### config.mk
export PLATFORM = sky130hd
export DESIGN_NAME = switch_debouncer
export DESIGN_NICKNAME = d
export VERILOG_FILES = /design/src/rtl/switch_debouncer_pkg.sv /design/src/rtl/switch_debouncer_bit.sv /design/src/rtl/switch_debouncer.sv
export SDC_FILE = /design/constraint.sdc
export NUM_CORES = 1
export LEC_CHECK = 0
export ABC_CLOCK_PERIOD_IN_PS = 2240
export CORE_ASPECT_RATIO = 1.25
export CORE_MARGIN = 3
export CORE_UTILIZATION = 39
export CTS_BUF_LIST = sky130_fd_sc_hd__clkbuf_8
export CTS_CLUSTER_SIZE = 10
export DETAILED_ROUTE_END_ITERATION = 7
export DONT_BUFFER_PORTS = 1
export PLACE_DENSITY_LB_ADDON = 0.25
export SYNTH_ARGS = -nofsm -noshare
export SYNTH_HDL_FRONTEND = slang
export SYNTH_SLANG_ARGS = --single-unit
### constraint.sdc
create_clock -name clk -period 2.24 [get_ports clk]
set_input_delay 0.448 -clock clk [delete_from_list [all_inputs] [get_ports clk]]
set_output_delay 0.448 -clock clk [all_outputs]
set_load 0.01 [all_outputs]
### src/rtl/switch_debouncer_pkg.sv
// switch_debouncer_pkg
//   Shared defaults and sizing helpers for the slide-switch debouncer.
//   CLK_HZ_DEFAULT       : system clock frequency (clk_clk domain)
//   TICK_HZ_DEFAULT      : debounce sample rate
//   STABLE_TICKS_DEFAULT : consecutive differing samples needed to accept a level
//   cnt_width()          : bits needed to hold 0..stable_ticks (never below 1)
package switch_debouncer_pkg;

  localparam int CLK_HZ_DEFAULT       = 50000000;
  localparam int TICK_HZ_DEFAULT      = 1000;
  localparam int STABLE_TICKS_DEFAULT = 10;

  function automatic int cnt_width(input int stable_ticks);
    int w;
    w = $clog2(stable_ticks + 1);
    return (w < 1) ? 1 : w;
  endfunction

endpackage

### src/rtl/switch_debouncer_bit.sv
// debounce_bit
//   One switch bit: 2-FF synchroniser, agreement counter and debounced level.
//   Ports:
//     clk, reset : clock and synchronous active-high reset
//     tick       : one-cycle sample strobe from the shared prescaler
//     raw_in     : asynchronous switch level
//     init_bit   : reset value of the synchroniser and the level register
//     level_out  : debounced level
//     rise_out   : one-cycle pulse, aligned with level_out going 0->1
//     fall_out   : one-cycle pulse, aligned with level_out going 1->0
//     cnt_dbg    : current disagreement count (observation only)
module debounce_bit
  import switch_debouncer_pkg::*;
#(
  parameter int STABLE_TICKS = STABLE_TICKS_DEFAULT,
  parameter int CW           = cnt_width(STABLE_TICKS)
) (
  input  logic          clk,
  input  logic          reset,
  input  logic          tick,
  input  logic          raw_in,
  input  logic          init_bit,
  output logic          level_out,
  output logic          rise_out,
  output logic          fall_out,
  output logic [CW-1:0] cnt_dbg
);

  logic          sync1_q, sync1_d;
  logic          sync2_q, sync2_d;
  logic          level_q, level_d;
  logic [CW-1:0] cnt_q, cnt_d;
  logic          rise_q, rise_d;
  logic          fall_q, fall_d;

  always_comb begin
    sync1_d = raw_in;
    sync2_d = sync1_q;
    level_d = level_q;
    cnt_d   = cnt_q;
    rise_d  = 1'b0;
    fall_d  = 1'b0;
    if (tick) begin
      if (sync2_q == level_q) begin
        // Any agreeing sample discards a pending change; this rejects bounce.
        cnt_d = '0;
      end else if (cnt_q == CW'(STABLE_TICKS - 1)) begin
        level_d = sync2_q;
        cnt_d   = '0;
        rise_d  = sync2_q;
        fall_d  = ~sync2_q;
      end else begin
        cnt_d = cnt_q + CW'(1);
      end
    end
  end

  always_ff @(posedge clk) begin
    if (reset) begin
      sync1_q <= init_bit;
      sync2_q <= init_bit;
      level_q <= init_bit;
      cnt_q   <= '0;
      rise_q  <= 1'b0;
      fall_q  <= 1'b0;
    end else begin
      sync1_q <= sync1_d;
      sync2_q <= sync2_d;
      level_q <= level_d;
      cnt_q   <= cnt_d;
      rise_q  <= rise_d;
      fall_q  <= fall_d;
    end
  end

  assign level_out = level_q;
  assign rise_out  = rise_q;
  assign fall_out  = fall_q;
  assign cnt_dbg   = cnt_q;

endmodule

### src/rtl/switch_debouncer.sv
// switch_debouncer
//   Conditions the raw slide-switch bank before it reaches the switch PIO and
//   the SoC switch port. Holds the shared sample prescaler and the sticky
//   change flag; per-bit filtering lives in debounce_bit.
//   Ports:
//     clk, reset     : clock and synchronous active-high reset
//     sw_in          : raw asynchronous switch levels
//     sw_out         : debounced levels
//     sw_rise        : one-cycle pulse per bit on an accepted 0->1
//     sw_fall        : one-cycle pulse per bit on an accepted 1->0
//     change_pending : sticky, set whenever any rise/fall pulse is present
//     change_ack     : clears change_pending (a simultaneous new change wins)
//   Handshake: change_pending is a level owned by the block; firmware polls it,
//   then raises change_ack for at least one cycle. An ack sampled in a cycle
//   where a pulse is visible is ignored so no change is ever lost.
module switch_debouncer
  import switch_debouncer_pkg::*;
#(
  parameter int               WIDTH        = 10,
  parameter int               CLK_HZ       = CLK_HZ_DEFAULT,
  parameter int               TICK_HZ      = TICK_HZ_DEFAULT,
  parameter int               STABLE_TICKS = STABLE_TICKS_DEFAULT,
  parameter logic [WIDTH-1:0] INIT         = '0
) (
  input  logic             clk,
  input  logic             reset,
  input  logic [WIDTH-1:0] sw_in,
  output logic [WIDTH-1:0] sw_out,
  output logic [WIDTH-1:0] sw_rise,
  output logic [WIDTH-1:0] sw_fall,
  output logic             change_pending,
  input  logic             change_ack
);

  localparam int DIV = (TICK_HZ > 0) ? (CLK_HZ / TICK_HZ) : 0;
  localparam int PW  = (DIV > 1) ? $clog2(DIV) : 1;
  localparam int CW  = cnt_width(STABLE_TICKS);

  if (DIV < 1) begin : g_bad_div
    $error("switch_debouncer: CLK_HZ/TICK_HZ must be at least 1");
  end
  if (STABLE_TICKS < 1) begin : g_bad_stable
    $error("switch_debouncer: STABLE_TICKS must be at least 1");
  end

  logic [PW-1:0] presc_q, presc_d;
  logic          tick;
  logic          pending_q, pending_d;
  logic          any_pulse;

  // With DIV == 1 the counter stays at 0 and tick is high every cycle.
  assign tick = (presc_q == PW'(DIV - 1));

  always_comb begin
    presc_d = tick ? '0 : presc_q + PW'(1);
  end

  for (genvar i = 0; i < WIDTH; i++) begin : g_bit
    logic [CW-1:0] cnt_unused;
    debounce_bit #(
      .STABLE_TICKS (STABLE_TICKS),
      .CW           (CW)
    ) u_bit (
      .clk       (clk),
      .reset     (reset),
      .tick      (tick),
      .raw_in    (sw_in[i]),
      .init_bit  (INIT[i]),
      .level_out (sw_out[i]),
      .rise_out  (sw_rise[i]),
      .fall_out  (sw_fall[i]),
      .cnt_dbg   (cnt_unused)
    );
  end

  // Pulses are registered, so the flag follows one cycle after the pulse and
  // an ack in the pulse cycle loses to the set.
  assign any_pulse = (|sw_rise) | (|sw_fall);

  always_comb begin
    pending_d = pending_q;
    if (any_pulse) begin
      pending_d = 1'b1;
    end else if (change_ack) begin
      pending_d = 1'b0;
    end
  end

  always_ff @(posedge clk) begin
    if (reset) begin
      presc_q   <= '0;
      pending_q <= 1'b0;
    end else begin
      presc_q   <= presc_d;
      pending_q <= pending_d;
    end
  end

  assign change_pending = pending_q;

endmodule

After elaboration in Yosys (flattened, before gate mapping)
Index checks and enable logic that the tools add are counted.

operators by class
  add/subtract/negate cells = 11
  equal/unequal tests = 21
  mux-type cells = 22
  bitwise operators = 32
  reduce and logical (&&, ||, !) cells = 24

operators by type and width
  cell                                                              number
  4-bit 2-to-1 mux                                                  20
  4-bit by 1-bit adder with 4-bit output (second input constant)    10
  4-bit == test (second input constant)                             10
  4-bit OR reduction                                                10
  1-bit inverter                                                    31
  3-bit AND reduction                                               10
  10-bit OR reduction                                               2
  16-bit by 1-bit adder with 16-bit output (second input constant)  1
  16-bit == test (second input constant)                            1
  1-bit == test                                                     10
  1-bit 2-to-1 mux                                                  2
  2-bit nonzero test                                                1
  2-bit OR reduction                                                1
  1-bit OR                                                          1

storage, ports and cells
  register bits = 107
  bits of input ports = 13
  output and inout port bits = 31
  logic and storage cells = 172

Longest topological paths before layout
  depth after elaboration = 3
  gate-level depth with buffers = 7
  gate-level depth less buffers = 6

Modules after synthesis
A second synthesis with hierarchy kept.

second synthesis, totals
  cell total of the unflattened synthesis = 489
  area total of the unflattened synthesis = 4,868.4 µm²

by module, submodules not included
  module            instances  cells each  area each (µm²)
  debounce_bit      10         40          405.4
  switch_debouncer  1          89          814.5

Worst setup path before layout
Ideal clock, no wire load.

  path type = reg-to-reg
  from = reg presc_q[0]
  to = reg g_bit[4].u_bit.rise_q
  setup time = 117 ps
  data arrival time = 1,657 ps
  data required time = 2,123 ps
  path slack = 466 ps
  stages on the path, launching flop included = 8
  path buffers = 2
  period minus slack after synthesis = 1,774 ps
  cells stage by stage = dfxtp_1 > ha_1 > and3_2 > and4_1 > buf_4 > nand2_1 > clkbuf_1 > and4bb_2

between the ends
  word-level cells in the longest chain between the ends = 3

RTL lines
  element                       RTL line                    RTL
  start, declared               switch_debouncer.sv:46      logic [PW-1:0] presc_q, presc_d;
  start signal, assigned        switch_debouncer.sv:94      presc_q <= presc_d;
  16-bit == test                switch_debouncer.sv:52      assign tick = (presc_q == PW'(DIV - 1));
  1-bit inverter (no line)      n/a
  4-bit OR reduction (no line)  n/a
  end signal, assigned          switch_debouncer_bit.sv:71  rise_q <= rise_d;
  end, declared                 switch_debouncer_bit.sv:33  logic rise_q, rise_d;

Every way passes these cells.
A chain may end at the register's enable or synchronous reset.

Worst setup path in the final report
  from = reg presc_q[0]
  to = reg g_bit[7].u_bit.cnt_q[3]

between the ends
  word-level cells in the longest chain between the ends = 1

RTL lines
  element               RTL line                    RTL
  16-bit == test        switch_debouncer.sv:52
  end signal, assigned  switch_debouncer_bit.sv:70  cnt_q <= cnt_d;
  end, declared         switch_debouncer_bit.sv:32  logic [CW-1:0] cnt_q, cnt_d;

Every way passes these cells.

==> run summary <==
For the pin with the worst max-slew slack, the measured transition is 528 ps. The total power divided by cell area is 627 mW/mm^2, and the number of buffers created by CTS is 9. Synthesis-to-layout area growth: 2.34%.

The global-route wire length before repair came out at 16,700 um. The logs give 0 for the total setup violations reported at the end of the flow and 0.644 for the relative max-transition margin. The run finished with clean final reports.

The critical path in this run is classified as flip-flop to flip-flop. The number of setup buffers added after CTS was 0; the total iterations of the first detailed-routing run was 4. For the fraction of the core area covered by cells at the end of the flow, the log shows 0.418.

The wire length per cell is 15.2 um, and the fill cell total of the finished layout is 1,185. The port buffer count was 0. Sorting the synthesized cells by how often they occur yields 107 x sky130_fd_sc_hd__dfxtp_1, 43 x sky130_fd_sc_hd__a21oi_1, 33 x sky130_fd_sc_hd__nand2_1, 31 x sky130_fd_sc_hd__buf_4, 26 x sky130_fd_sc_hd__nor2_1. The tools report the detailed-route wire length as 9950 um.

The floorplan step defined a die boundary enclosing 0.0138 sq mm. Count of mapped cells out of synthesis: 526. The number of vias in the routed layout is 3,535, and the sequential cell area fraction in the yosys report is 0.441.

The maximum fanout count along the critical path works out to 25. The final weighted congestion in routability-driven placement was 0.793. The multi-input combinational cells in the finished layout cover a total of 0.00229 sq mm. Clock latency on the worst-skew pair, taken at its later pin, is 380 ps. The cell area that synthesis handed to floorplanning was 0.00486 sq mm.

The number of resized instances in the post-cts repair step was 0. Initial core utilization: 0.409. Derived from the worst setup path, the maximum achievable clock frequency is 506 MHz.

The most common cell in the synthesized netlist is sky130_fd_sc_hd__dfxtp_1. The region available for standard cell placement spans 0.0119 sq mm. Subtracting the final worst setup slack from the clock period gives 1980 ps. The clock edge transition at the registers on the reported setup and hold paths was 100 ps; the cts-stage hold buffer count was 0. STA classifies the critical path endpoint as a flip-flop. The footprint of the flip-flops and latches was 0.00214 sq mm; the number of DRC violations after detailed-routing iteration 0 was 187.

The analysis attributes to cell leakage a power of 1.72 nW. Synthesized area per cell: 9.24 sq um. Yosys attributes the largest share of cell area to sky130_fd_sc_hd__dfxtp_1 44%, sky130_fd_sc_hd__ha_1 5.4%, sky130_fd_sc_hd__buf_4 4.8%. The area share of the largest cell type after synthesis is 0.441, and the portion of the clock cycle consumed by the worst path in the final layout is 0.883.

The count of flip-flops with a built-in enable after synthesis was 0. Once detail routing completed, the nets flagged for antenna violations numbered 0. The worst-case IR drop observed on VDD is 0.278 mV. STA classifies the critical path startpoint as a flip-flop. The post-synthesis async set-or-reset flop share is 0, and the final hold violation count is 0.

Setup repair after global routing left no endpoint under its margin. The number of max-cap violations is 0, and the post-route setup TNS is 0 ps. The dominant register cell in the synthesized netlist is sky130_fd_sc_hd__dfxtp_1. In this run, synthesis produced a sequential element count of 107. At the worst endpoint, the arrival time is 2300 ps. The tools report the endpoint required time on the critical path as 2560 ps. The overall global routing resource usage is 0.151, and the deepest clock path buffer count is 2. Entering global routing, the biggest net connects 67 pins. The die width was 106 um; the number of sinks driven by the clock tree was 107.

The root cell of the clock tree is sky130_fd_sc_hd__clkbuf_8. The tools report the count of H-tree levels built during CTS as 3. The number of antenna violations at the first check in global routing is 0, and the maximum clock skew at final layout is 9.86 ps. TritonCTS built the clock tree.

The number of slew-limit violations in the final report came out at 0. For the antenna diode count, the log shows 0. The count of yosys warnings during synthesis is 0. Global routing finished with a remaining overflow of 0. At the end of the flow, the number of nets in the layout was 523. Dominant cell type by area after synthesis: sky130_fd_sc_hd__dfxtp_1. The net count after synthesis was 560. The fraction of final layout cells with drive strength greater than 1 is 0.0648, and the post-detailed-route DRC marker count is 0. For the via count of the first global-routing pass, the log shows 3,361. Summed over all nets, the half-perimeter wirelength after detailed placement is 6940 um.

From bottom edge to top edge, the die measures 131 um. 44 I/O pins were placed. In this run the core area contains 44 standard-cell rows.

In the routed layout, each cell is associated on average with a via count of 5.40. The path class of the tightest hold or removal check is input port to flip-flop. Counting distinct cell types in the post-synthesis netlist gives 45.
==> cells by family (layout without fill, tap and decap cells) <==
kind of cell | after synthesis | in the layout | share of synthesized area
fa+ha+maj | 21 | 21 | 0.0541
simple gates | 214 | 214 | 0.277
flops | 107 | 107 | 0.441
buf+inv | 78 | 46 | 0.0870
xor+xnor | 23 | 23 | 0.0415
compound gates | 82 | 82 | 0.0976
mux | 1 | 1 | 0.00206
==> final timing paths <==
check | end | from | slack [ps] | cells past startpoint
setup / recovery | g_bit[7].u_bit.cnt_dbg[3] | presc_q[0] | 260 | 5
hold / removal | g_bit[2].u_bit.cnt_dbg[1] | reset | 120 | 1
setup reg to reg | g_bit[7].u_bit.cnt_dbg[3] | presc_q[0] | 260 | 5
hold reg to reg | g_bit[0].u_bit.sync2_q | g_bit[0].u_bit.sync1_q | 450 | 1
==> through the flow <==
stage	power (mW)	setup WS [ps]	instances	area, sq um	hold slack [ps]
finish	3.12	262	655	4970	123
global route	3.24	54.8	655	4970	95.6
CTS	3.16	235	655	4970	103
detailed placement	2.04	239	639	4790	424
global placement	2.04	310	639	4790	417
floorplan	2.04	466	526	4860	414
==> layer usage <==
layer / routed length, um / part of all wire / track usage / vias to the layer above
met5: 0 / 0 / 0 / -
met3: 461 / 0.046 / 0.0310 / 12
met4: 169 / 0.017 / 0.0716 / 0
met1: 4360 / 0.44 / 0.178 / 1697
met2: 4960 / 0.50 / 0.264 / 65
li1: - / - / - / 1761
==> flip-flops by register name, summed over array words and instances, names as in the netlist <==
signal,cells
presc_q,16
change_pending,1
g_bit.u_bit.sync2_q,10
g_bit.u_bit.sync1_q,10
g_bit.u_bit.level_out,10
g_bit.u_bit.cnt_dbg,40
g_bit.u_bit.fall_out,10
g_bit.u_bit.rise_out,10
==> placed cells by master, fill, tap and decap left out, drive strengths merged, types with 2 or more instances in the layout <==
| cell type | n |
|---|---|
| nor4 | 15 |
| nand3b | 19 |
| buf | 10 |
| xnor2 | 20 |
| a31oi | 3 |
| nand4b | 7 |
| inv | 22 |
| clkbuf | 10 |
| o21ai | 22 |
| and3b | 8 |
| and4 | 3 |
| and3 | 3 |
| or4 | 7 |
| nor3b | 9 |
| o41ai | 2 |
| nand3 | 21 |
| and4bb | 3 |
| xor2 | 3 |
| clkinv | 3 |
| ha | 21 |
| nand2b | 2 |
| a21oi | 43 |
| nor2 | 26 |
| nand4 | 6 |
| nor4bb | 10 |
| o211ai | 2 |
| or3 | 2 |
| nor2b | 20 |
| nand2 | 33 |
| a41o | 6 |
| dfxtp | 107 |
| nor4b | 5 |
| a32o | 2 |
| nor3 | 12 |
| and4b | 2 |
==> critical path, stage by stage (launching register included) <==
cell                      delay [ps]
sky130_fd_sc_hd__dfxtp_1         380
sky130_fd_sc_hd__ha_1            210
sky130_fd_sc_hd__and3_2          270
sky130_fd_sc_hd__nand4_4         310
sky130_fd_sc_hd__or4_1           590
sky130_fd_sc_hd__a21oi_1         150
==> power breakdown <==
group          internal [mW]  switching [mW]
logic                 0.0255          0.0340
clock network          0.445           0.675
registers               1.92          0.0150
==> final cells by class <==
type | instances | area share
Sequential cell | 107 | 0.431
Timing Repair Buffer | 10 | 0.0151
Inverter | 20 | 0.0151
Clock buffer | 10 | 0.0277
Tap cell | 161 | 0.0405
Clock inverter | 6 | 0.00956
Multi-Input combinational cell | 341 | 0.461
Note: power is estimated with default switching activity, not from simulation.
